**config.mk**
```make
export PLATFORM = sky130hd
export DESIGN_NAME = router_core
export DESIGN_NICKNAME = d
export VERILOG_FILES = /design/src/rtl/router_pkg.sv /design/src/rtl/router_fifo.sv /design/src/rtl/router_core.sv
export SDC_FILE = /design/constraint.sdc
export NUM_CORES = 1
export LEC_CHECK = 0
export BUFFER_PORTS_ARGS = -buffer_cell sky130_fd_sc_hd__buf_2
export CORE_ASPECT_RATIO = 0.6
export CORE_MARGIN = 5
export CORE_UTILIZATION = 40
export CTS_CLUSTER_SIZE = 40
export DETAILED_ROUTE_END_ITERATION = 12
export GPL_TIMING_DRIVEN = 0
export HOLD_SLACK_MARGIN = 0.02
export PLACE_DENSITY = 0.61
export REMOVE_ABC_BUFFERS = 1
export SYNTH_ARGS = -nofsm -noshare
export SYNTH_HDL_FRONTEND = slang
export SYNTH_SLANG_ARGS = --single-unit
```
**constraint.sdc**
```tcl
create_clock -name clk -period 2.1 [get_ports clk]
set_input_delay 0.42 -clock clk [delete_from_list [all_inputs] [get_ports clk]]
set_output_delay 0.42 -clock clk [all_outputs]
set_load 0.05 [all_outputs]
```
**src/rtl/router_pkg.sv**
```systemverilog
// Shared types and constants for the single-channel packet router.
package router_pkg;

    localparam int DEPTH_DEFAULT = 16;

    localparam int LEN_MSB  = 7;
    localparam int LEN_LSB  = 2;
    localparam int ADDR_MSB = 1;
    localparam int ADDR_LSB = 0;

    localparam logic [1:0] ST_IDLE    = 2'd0;
    localparam logic [1:0] ST_PAYLOAD = 2'd1;
    localparam logic [1:0] ST_PARITY  = 2'd2;

    typedef enum logic [1:0] {
        IDLE    = ST_IDLE,
        PAYLOAD = ST_PAYLOAD,
        PARITY  = ST_PARITY
    } wr_state_t;

    function automatic logic [5:0] hdr_len(input logic [7:0] hdr);
        return hdr[LEN_MSB:LEN_LSB];
    endfunction

    function automatic logic [7:0] parity_next(input logic [7:0] acc, input logic [7:0] b);
        return acc ^ b;
    endfunction

endpackage

```
**src/rtl/router_fifo.sv**
```systemverilog
// Byte FIFO with extra-MSB pointers for full/empty and a registered read port.
module router_fifo #(
    parameter int DEPTH = 16
) (
    input  logic       clk,
    input  logic       rst,
    input  logic       push,
    input  logic [7:0] wr_data,
    input  logic       pop,
    output logic [7:0] rd_data,
    output logic       full,
    output logic       empty
);

    localparam int AW = $clog2(DEPTH);

    logic [AW:0] wr_ptr_r;
    logic [AW:0] rd_ptr_r;
    logic [7:0]  mem_r [DEPTH];
    logic [7:0]  rd_data_r;
    logic        do_push_s;
    logic        do_pop_s;

    assign full  = (wr_ptr_r[AW] != rd_ptr_r[AW]) && (wr_ptr_r[AW-1:0] == rd_ptr_r[AW-1:0]);
    assign empty = (wr_ptr_r == rd_ptr_r);

    // Requests against full/empty are dropped, so a push into an empty FIFO never pops.
    assign do_push_s = push && !full;
    assign do_pop_s  = pop && !empty;
    assign rd_data   = rd_data_r;

    // Pointer and output register update
    always_ff @(posedge clk or posedge rst) begin
        if (rst) begin
            wr_ptr_r  <= '0;
            rd_ptr_r  <= '0;
            rd_data_r <= 8'h00;
        end else begin
            if (do_push_s) begin
                wr_ptr_r <= wr_ptr_r + (AW+1)'(1);
            end
            if (do_pop_s) begin
                rd_ptr_r  <= rd_ptr_r + (AW+1)'(1);
                rd_data_r <= mem_r[rd_ptr_r[AW-1:0]];
            end
        end
    end

    // Storage array write
    always_ff @(posedge clk) begin
        if (do_push_s) begin
            mem_r[wr_ptr_r[AW-1:0]] <= wr_data;
        end
    end

endmodule

```
**src/rtl/router_core.sv**
```systemverilog
// Packet router core: header/payload/parity parser in front of a byte FIFO.
module router_core
    import router_pkg::*;
#(
    parameter int DEPTH = DEPTH_DEFAULT
) (
    input  logic       clk,
    input  logic       rst,
    input  logic [7:0] data_in,
    input  logic       pkt_valid,
    output logic       busy,
    output logic       error,
    input  logic       read_enb,
    output logic [7:0] data_out,
    output logic       valid_out
);

    wr_state_t  state_r;
    wr_state_t  state_nxt_s;
    logic [5:0] len_r;
    logic [5:0] len_nxt_s;
    logic [7:0] acc_r;
    logic [7:0] acc_nxt_s;
    logic       error_r;
    logic       error_nxt_s;
    logic       accept_s;
    logic       full_s;
    logic       empty_s;

    assign accept_s  = pkt_valid && !full_s;
    assign busy      = full_s;
    assign valid_out = !empty_s;
    assign error     = error_r;

    // Write-side parser next-state logic
    always_comb begin
        state_nxt_s = state_r;
        len_nxt_s   = len_r;
        acc_nxt_s   = acc_r;
        error_nxt_s = error_r;
        if (accept_s) begin
            case (state_r)
                IDLE: begin
                    len_nxt_s   = hdr_len(data_in);
                    acc_nxt_s   = data_in;
                    state_nxt_s = (hdr_len(data_in) == 6'd0) ? PARITY : PAYLOAD;
                end
                PAYLOAD: begin
                    acc_nxt_s   = parity_next(acc_r, data_in);
                    len_nxt_s   = len_r - 6'd1;
                    state_nxt_s = (len_r == 6'd1) ? PARITY : PAYLOAD;
                end
                PARITY: begin
                    error_nxt_s = (data_in != acc_r);
                    state_nxt_s = IDLE;
                end
                default: begin
                    state_nxt_s = IDLE;
                end
            endcase
        end else begin
            state_nxt_s = state_r;
        end
    end

    // Parser state registers
    always_ff @(posedge clk or posedge rst) begin
        if (rst) begin
            state_r <= IDLE;
            len_r   <= 6'd0;
            acc_r   <= 8'h00;
            error_r <= 1'b0;
        end else begin
            state_r <= state_nxt_s;
            len_r   <= len_nxt_s;
            acc_r   <= acc_nxt_s;
            error_r <= error_nxt_s;
        end
    end

    router_fifo #(
        .DEPTH (DEPTH)
    ) u_fifo (
        .clk     (clk),
        .rst     (rst),
        .push    (accept_s),
        .wr_data (data_in),
        .pop     (read_enb),
        .rd_data (data_out),
        .full    (full_s),
        .empty   (empty_s)
    );

endmodule

```
# Word level (Yosys, flattened, before mapping)
# Memories as Yosys holds them, arrays and structs flattened. A register that Yosys moved wholly into a read port is not among the register bits.
# Index checks and enable logic that the tools add are counted.
# op_classes
add_sub_neg	3
n_reduce_logical	11
n_eq_ne	7
n_bitwise	1
muxes	7
# op_table
operator	count
8-bit case mux with 2 select lines	1
6-bit case mux with 2 select lines	1
5-bit by 1-bit adder with 5-bit output (second input constant)	2
8-bit != test	1
8-bit bitwise XOR	1
6-bit by 1-bit == test with 1-bit output (second input constant)	1
6-bit zero test	1
6-bit by 1-bit subtractor with 6-bit output (second input constant)	1
5-bit == test	1
4-bit == test	1
1-bit logical AND	4
2-bit 2-to-1 mux	2
2-bit case mux with 2 select lines	1
2-bit AND reduction	2
2-bit by 1-bit == test with 1-bit output (second input constant)	1
2-bit == test (second input constant)	1
1-bit zero test	2
2-bit zero test	1
1-bit 2-to-1 mux	2
2-bit nonzero test	1
1-bit != test	1
# totals
reg_bits	27
memories	1
mem_bits_rw	128
elab_cells	36
output_inout_bits	11
# mem_list
memory	words	width	rd	rd_clocked_by_memory_dff	write_ports	line	text
u_fifo.mem_r	16	8	1	1	1	router_fifo.sv:19	logic [7:0] mem_r [DEPTH];

# Depth between registers and ports, before layout
# Gate-level depths: netlist of the first run.
# depth
depth_word	7
depth_mapped	7

# Hierarchy
# From an unflattened synthesis of the first run, not the netlist that was laid out.
# hier_totals
hier_cells	417
hier_area_um2	6949.2
# modules_own_cells
mod	area_each_um2	cells_each	n_inst
router_fifo	5958.2	302	1
router_core	991.0	115	1

# Least setup slack after synthesis of the first run
# Ideal clock, no wire load.
# synth_path
kind	register -> register
start	register u_fifo.rd_ptr_r[4]
end	memory u_fifo.mem_r[3][0], enable pin
setup_ps	383
arrival_time_ps	1920
period_less_slack_ps	2303
path_stages_with_launch	6
setup_slack_ps	-203
cell_sequence	dfrtp_1 -> xnor2_1 -> o21a_1 -> buf_2 -> nand2_1 -> nor3_1
# synth_between
elab_chain_cells	7
# synth_lines
item	line	text
start: declaration	router_fifo.sv:18	logic [AW:0] rd_ptr_r;
start signal: assignment	router_fifo.sv:43	rd_ptr_r <= rd_ptr_r + (AW+1)'(1);
1-bit != test (*)	router_fifo.sv:24	assign full = (wr_ptr_r[AW] != rd_ptr_r[AW]) && (wr_ptr_r[AW-1:0] == rd_ptr_r[AW-1:0]);
1-bit logical AND (*)	router_fifo.sv:24	
1-bit zero test (*)	router_fifo.sv:28, router_core.sv:30	
1-bit logical AND	router_core.sv:30	assign accept_s = pkt_valid && !full_s;
1-bit logical AND (*)	router_fifo.sv:28	assign do_push_s = push && !full;
1-bit 2-to-1 mux (*)	router_fifo.sv:51	if (do_push_s) begin
1-bit 2-to-1 mux (implied by the code) (*)	router_fifo.sv:52	mem_r[wr_ptr_r[AW-1:0]] <= wr_data;
end: declaration	router_fifo.sv:19	
# Every way passes the cells marked *; elsewhere a longest branch is shown, timed or not.

# Worst setup path in the final report of the first run
# layout_path
start	register u_fifo.rd_ptr_r[3]
end	output busy
# layout_between
elab_chain_cells	2
# layout_lines
item	line	text
4-bit == test	router_fifo.sv:24	
1-bit logical AND	router_fifo.sv:24	
end: declaration	router_core.sv:11	output logic busy,
# No other way between the ends.

==> flow_summary.json, run 1 <==
{
  "status": "finished with violations",
  "violations": "negative setup slack",
  "synthesis.area_um2": 6930,
  "grt_usage": 0.158,
  "crit_family": "flip-flops",
  "synth_area_leaders": "edfxtp_1, dfrtp_1, mux4_2",
  "cts_max_path_buffers": 2,
  "grt_pass1_wl_um": 24000,
  "tns_ns": -0.147,
  "yosys_register_bits": 163,
  "netlist.area_leader.share": 0.555,
  "antenna_found_initial": 1,
  "yosys_warnings": 0,
  "path_max_fanout": 5,
  "crit_arrival_ns": 1.78,
  "drv_cap": 0,
  "power_frac_comb": 0.380,
  "intPower_w": 0.00784,
  "post_drt_wl_per_cell_um": 22.0,
  "setup_viol": 2,
  "drt-initial-drc-count": 340,
  "vdd_drop_max_mv": 0.561,
  "cp_slowest_cell": "dfrtp_4",
  "clock_skew_ns": 0.0115,
  "clk_pin_slew_worst_paths_ns": 0.07,
  "via_per_inst": 5.46,
  "drive_gt1_frac": 0.298,
  "final.setup.worst_slack_ns": -0.0984,
  "ioPinCount": 23,
  "fin_area_um2": 8260,
  "p_per_area_nw_per_um2": 1470,
  "clock-sinks": 163,
  "synth-main-ff-cell": "edfxtp_1",
  "synthMostInstantiatedCell": "edfxtp_1",
  "cp-end-kind": "output pin",
  "yosysTopAreaCell": "edfxtp_1",
  "globalplace.congestion": 0.768,
  "slowest_delay_ns": 0.53,
  "drc_errors": 0,
  "critPathLaunchType": "register",
  "crit_buf_inv": 2,
  "ys_seq_area_frac": 0.681,
  "overflow": 0,
  "synth_top_cells_by_count": "edfxtp_1, a21oi_1, dfrtp_1",
  "p_sw_w": 0.00433,
  "maxSlewViolCount": 0,
  "layout.nets": 490,
  "wirelength_um": 15800,
  "start_util": 0.405,
  "hp-class": "in -> async",
  "rsz0062_at_grt": "yes",
  "period_share": 1.05,
  "clk_latency_ns": 0.42,
  "placed_cell_area_um2": 7210,
  "power_w": 0.0122,
  "criticalPathCategory": "reg -> out",
  "synth-edff-count": 128,
  "io_buffers": 22,
  "drtAntennaViolNets": 0,
  "instances_no_fill": 718,
  "seqPwrFrac": 0.377,
  "min_period_ns": 2.20,
  "synthArstFlopShare": 0.215,
  "dr.pass1.iters": 5,
  "finalHoldViolations": 0,
  "yosysUniqueCellTypes": 43,
  "p_clk_frac": 0.243,
  "clockRootBuffer": "clkbuf_16",
  "worstPathRequired_ns": 1.68,
  "power_switching_share": 0.356,
  "cp_cell_sequence": "xnor2_1 > nand4_1 > buf_6 > nor2_4 > buf_8",
  "die-area_um2": 20100,
  "synth_area_per_cell_um2": 16.1,
  "dp_cells": 665,
  "antenna_cells": 0,
  "fin_util": 0.483,
  "place_hpwl_um": 9170,
  "grt_max_degree": 36,
  "p_leak_nw": 2.85,
  "rows": 37,
  "relSlewSlack": 0.439,
  "fmax_ghz": 0.455,
  "htree_levels": 4,
  "worst-slew-pin-transition_ns": 0.842,
  "die_x_um": 180,
  "cts_tree": "done",
  "cts_buffers": 17,
  "core_area_um2": 17100,
  "vias": 3919,
  "rrSetupSlack_ns": 0.05,
  "grt_pass1_vias": 3917,
  "syn_to_final_growth_pct": 19.2,
  "fp.dieH_um": 112,
  "syn-instance-count": 431
}
[worst paths after layout]
path                                                 from                             end  cells after the start
max                        u_fifo.rd_ptr_r[3]$_DFFE_PP0P_                            busy                      5
max in group asynchronous                             rst  u_fifo.rd_ptr_r[2]$_DFFE_PP0P_                      2
min reg2reg                 u_fifo.rd_data[5]$_DFFE_PP0P_   u_fifo.rd_data[5]$_DFFE_PP0P_                      2
min                                                   rst  u_fifo.rd_ptr_r[3]$_DFFE_PP0P_                      2
min in group clk                               data_in[0]   u_fifo.mem_r[10][0]$_DFFE_PP_                      1
max reg2reg                u_fifo.rd_ptr_r[2]$_DFFE_PP0P_  u_fifo.rd_ptr_r[4]$_DFFE_PP0P_                      7
[kinds of logic (layout without fill, tap and decap cells)]
family	after synthesis	count (layout)	share of synthesized area
DFF	163	163	0.681
and+or+nand+nor	87	87	0.0683
AOI/OAI and AO/OA	79	79	0.0728
muxes	42	42	0.111
buffers and inverters	32	85	0.0278
xor gates and xnor gates	21	21	0.0266
adders and majority gates	7	7	0.0126
[cells in the final DEF, fill, tap and decap left out, drive strengths merged, types with 2 or more instances in the layout]
cell,Yosys,layout
nand4,4,4
mux2,9,9
a21oi,36,36
xnor2,11,11
mux4,24,24
nand2,4,4
nor2b,20,20
edfxtp,128,128
mux2i,9,9
nand2b,5,5
a211oi,9,9
nor3,4,4
inv,8,13
nor4,5,5
clkinvlp,0,2
dfrtp,35,35
nor2,22,22
clkbuf,8,19
a2111oi,8,8
a21boi,2,2
xor2,10,10
a311oi,6,6
clkinv,0,5
buf,16,44
o21a,2,2
ha,7,7
and3,15,15
nand3,4,4
o22ai,2,2
o21ai,10,10
[stage by stage]
step | worst slack [ns] | hold slack (ns)
after CTS | -0.0820 | 0.179
final | -0.0984 | 0.154
after floorplan | -1.13 | 0.462
after detailed placement | -1.62 | 0.485
after global placement | -2.58 | 0.474
after global routing | -0.162 | 0.231
[state kept, by name (all words and copies together) (netlist names)]
name,count
u_fifo.mem_r,128
acc_r,8
u_fifo.rd_data,8
len_r,6
u_fifo.rd_ptr_r,5
u_fifo.wr_ptr_r,5
state_r,2
error,1
[final cells by class]
cell class	count	area [µm²]
inverters	8	30.0
repair buffers	45	413
clock buffers	19	433
well taps	234	293
fillers	1455	8830
flip-flops and latches	163	4730
multi-input cells	236	2230
clock inverters	13	124
[power groups by stage]
stage	logic (W)	clock network [W]	registers, W
after floorplan	0.00204	0	0.00499
after global placement	0.00302	0	0.00497
after detailed placement	0.00344	0	0.00471
after CTS	0.00444	0.00298	0.00458
after global routing	0.00501	0.00314	0.00465
final	0.00462	0.00296	0.00459
[timing repair]
item / in CTS / in global routing
buffers inserted: 16 / 3
hold buffers: 0 / 0
cloned: 2 / 0
resized for setup: 54 / 31
pin swaps: 5 / 3
endpoints found under the setup margin: 165 / 125
[metal layers]
metal  track usage  share of wire
met4        0.0320         0.0076
met5             0              0
met1         0.245           0.47
met3        0.0402          0.089
met2         0.224           0.43
(Power assumes the default switching activity.)
==> run 2, diff against run 1 <==
- PLACE_DENSITY: 0.61 -> not set
- PLACE_DENSITY_LB_ADDON: not set -> 0.1
==> run 2 against run 1 <==
  * The flow still finishes with violations (negative setup slack)
  * Clock power barely moved
  * Sequential cell count did not move
  * Maximum frequency rose by 1.8%
  * Core utilization rose by 1.0 points
  * Die area did not move
  * Via count rose by 2.3%
  * Sequential share of layout area fell by 1.2 points
  * Clock skew barely moved
  * Worst setup slack improved by 0.038 ns
  * Power rose by 5.0%
  * Critical path depth did not move
  * First-iteration DRC count fell by 4.4%
  * Critical endpoint unchanged
  * Largest power group unchanged
==> flow_summary.json, run 2 (same netlist as run 1, synthesis figures left out) <==
{
  "htree_levels": 4,
  "place_hpwl_um": 9640,
  "post_drt_wl_per_cell_um": 23.3,
  "overflow": 0,
  "clk_latency_ns": 0.42,
  "fp.dieH_um": 112,
  "grt_pass1_wl_um": 24600,
  "fin_area_um2": 8430,
  "core_area_um2": 17100,
  "status": "finished with violations",
  "fillers": 1403,
  "rrSetupSlack_ns": 0.04,
  "maxSlewViolCount": 0,
  "worst-slew-pin-transition_ns": 0.871,
  "die_x_um": 180,
  "syn_to_final_growth_pct": 21.7,
  "grt_pass1_vias": 3942,
  "most-common-layout-cells": "edfxtp_1, a21oi_1, dfrtp_1",
  "criticalPathCategory": "reg -> out",
  "drive_gt1_frac": 0.345,
  "drc_errors": 0,
  "relSlewSlack": 0.419,
  "grt_max_degree": 36,
  "drv_cap": 0,
  "globalplace.congestion": 0.761,
  "fmax_ghz": 0.463,
  "crit_arrival_ns": 1.74,
  "violations": "negative setup slack",
  "cp_slowest_cell": "dfrtp_4",
  "cts_max_path_buffers": 2,
  "largest_reg_flops": 128,
  "timing.rr.end": "u_fifo.rd_data[7]$_DFFE_PP0P_",
  "clockRootBuffer": "clkbuf_16",
  "wirelength_um": 17000,
  "drt-initial-drc-count": 325,
  "critPathLaunchType": "register",
  "via_per_inst": 5.49,
  "antenna_found_initial": 0,
  "register_area_um2": 4730,
  "ioPinCount": 23,
  "cp_cell_sequence": "buf_12 > xnor2_4 > nand4_1 > nor2_2 > buf_6",
  "p_per_area_nw_per_um2": 1510,
  "path_max_fanout": 3,
  "p_leak_nw": 2.94,
  "antenna_cells": 0,
  "min_period_ns": 2.16,
  "clock-sinks": 163,
  "worstPathRequired_ns": 1.68,
  "io_buffers": 22,
  "timing.rr.start": "u_fifo.rd_ptr_r[2]$_DFFE_PP0P_",
  "vdd_drop_max_mv": 0.479,
  "rows": 37,
  "drtAntennaViolNets": 0,
  "die-area_um2": 20100,
  "cts_buffers": 17,
  "dr.pass1.iters": 6,
  "final_common_cell": "edfxtp_1",
  "slowest_delay_ns": 0.49,
  "cts_tree": "done",
  "period_share": 1.03,
  "layout.nets": 502,
  "cp-end-kind": "output pin",
  "multiInputGateArea_um2": 2330,
  "dp_cells": 665,
  "rsz0062_at_grt": "yes",
  "clk_pin_slew_worst_paths_ns": 0.07,
  "tns_ns": -0.0601,
  "grt_usage": 0.167,
  "finalHoldViolations": 0,
  "instances_no_fill": 730,
  "dp_worst_setup_slack_ns": -1.68,
  "final.setup.worst_slack_ns": -0.0601,
  "clock_skew_ns": 0.0110,
  "hp-class": "in -> async",
  "start_util": 0.405,
  "reg2reg_depth": 7,
  "vias": 4011,
  "setup_viol": 1,
  "placed_cell_area_um2": 7210
}
run 2: layout make-up:
class                           instances  area share
Timing Repair Buffer                   54      0.0573
Sequential cell                       163       0.561
Multi-Input combinational cell        239       0.276
Tap cell                              234      0.0347
Clock inverter                         10      0.0119
Inverter                                8     0.00356
Clock buffer                           22      0.0550
run 2: critical path, delay by kind of cell, from the launching register on:
family,cells,cell delay [ns]
AND/OR/NAND/NOR,2,0.38
flip-flops,1,0.49
buffers and inverters,2,0.31
XOR/XNOR,1,0.13
run 2: report_power, final:
group	leakage, nW	total (W)	internal (W)	switching [W]
registers	1.56	0.00460	0.00410	0.000500
logic	1.12	0.00520	0.00233	0.00287
clock network	0.264	0.00297	0.00171	0.00126
run 2: through the flow:
stage / utilization / power [W] / hold WS, ns
after floorplan: - / 0.00703 / 0.462
after global placement: 0.420 / 0.00813 / 0.475
after detailed placement: 0.422 / 0.00825 / 0.480
after CTS: 0.478 / 0.0121 / 0.197
after global routing: 0.494 / 0.0134 / 0.242
final: 0.494 / 0.0128 / 0.185
run 2: worst max path at each step:
stage	startpoint	to
2_1_floorplan	u_fifo.rd_ptr_r[2]$_DFFE_PP0P_	u_fifo.mem_r[3][0]$_DFFE_PP_
3_3_place_gp	u_fifo.rd_ptr_r[2]$_DFFE_PP0P_	u_fifo.mem_r[3][7]$_DFFE_PP_
3_5_place_dp	u_fifo.rd_ptr_r[2]$_DFFE_PP0P_	u_fifo.mem_r[3][7]$_DFFE_PP_
4_1_cts	u_fifo.rd_ptr_r[1]$_DFFE_PP0P_	busy
5_1_grt	u_fifo.rd_ptr_r[2]$_DFFE_PP0P_	busy
6_report	u_fifo.rd_ptr_r[2]$_DFFE_PP0P_	busy
run 2: layer usage:
metal / vias up / part of all wire / GRT usage / wire (µm)
met2: 107 / 0.43 / 0.238 / 7370
met4: 0 / 0.0062 / 0.0446 / 105
met5: - / 0 / 0 / 0
met1: 2085 / 0.51 / 0.258 / 8650
met3: 13 / 0.051 / 0.0372 / 869
li1: 1806 / - / - / -
run 2: what timing repair did:
action | in CTS | in global routing
hold buffers | 0 | 0
pin swaps | 5 | 7
endpoints found under the hold margin | 0 | 0
setup endpoints to repair | 165 | 150
resized for setup | 55 | 37
gates cloned | 2 | 4
setup buffers | 20 | 7
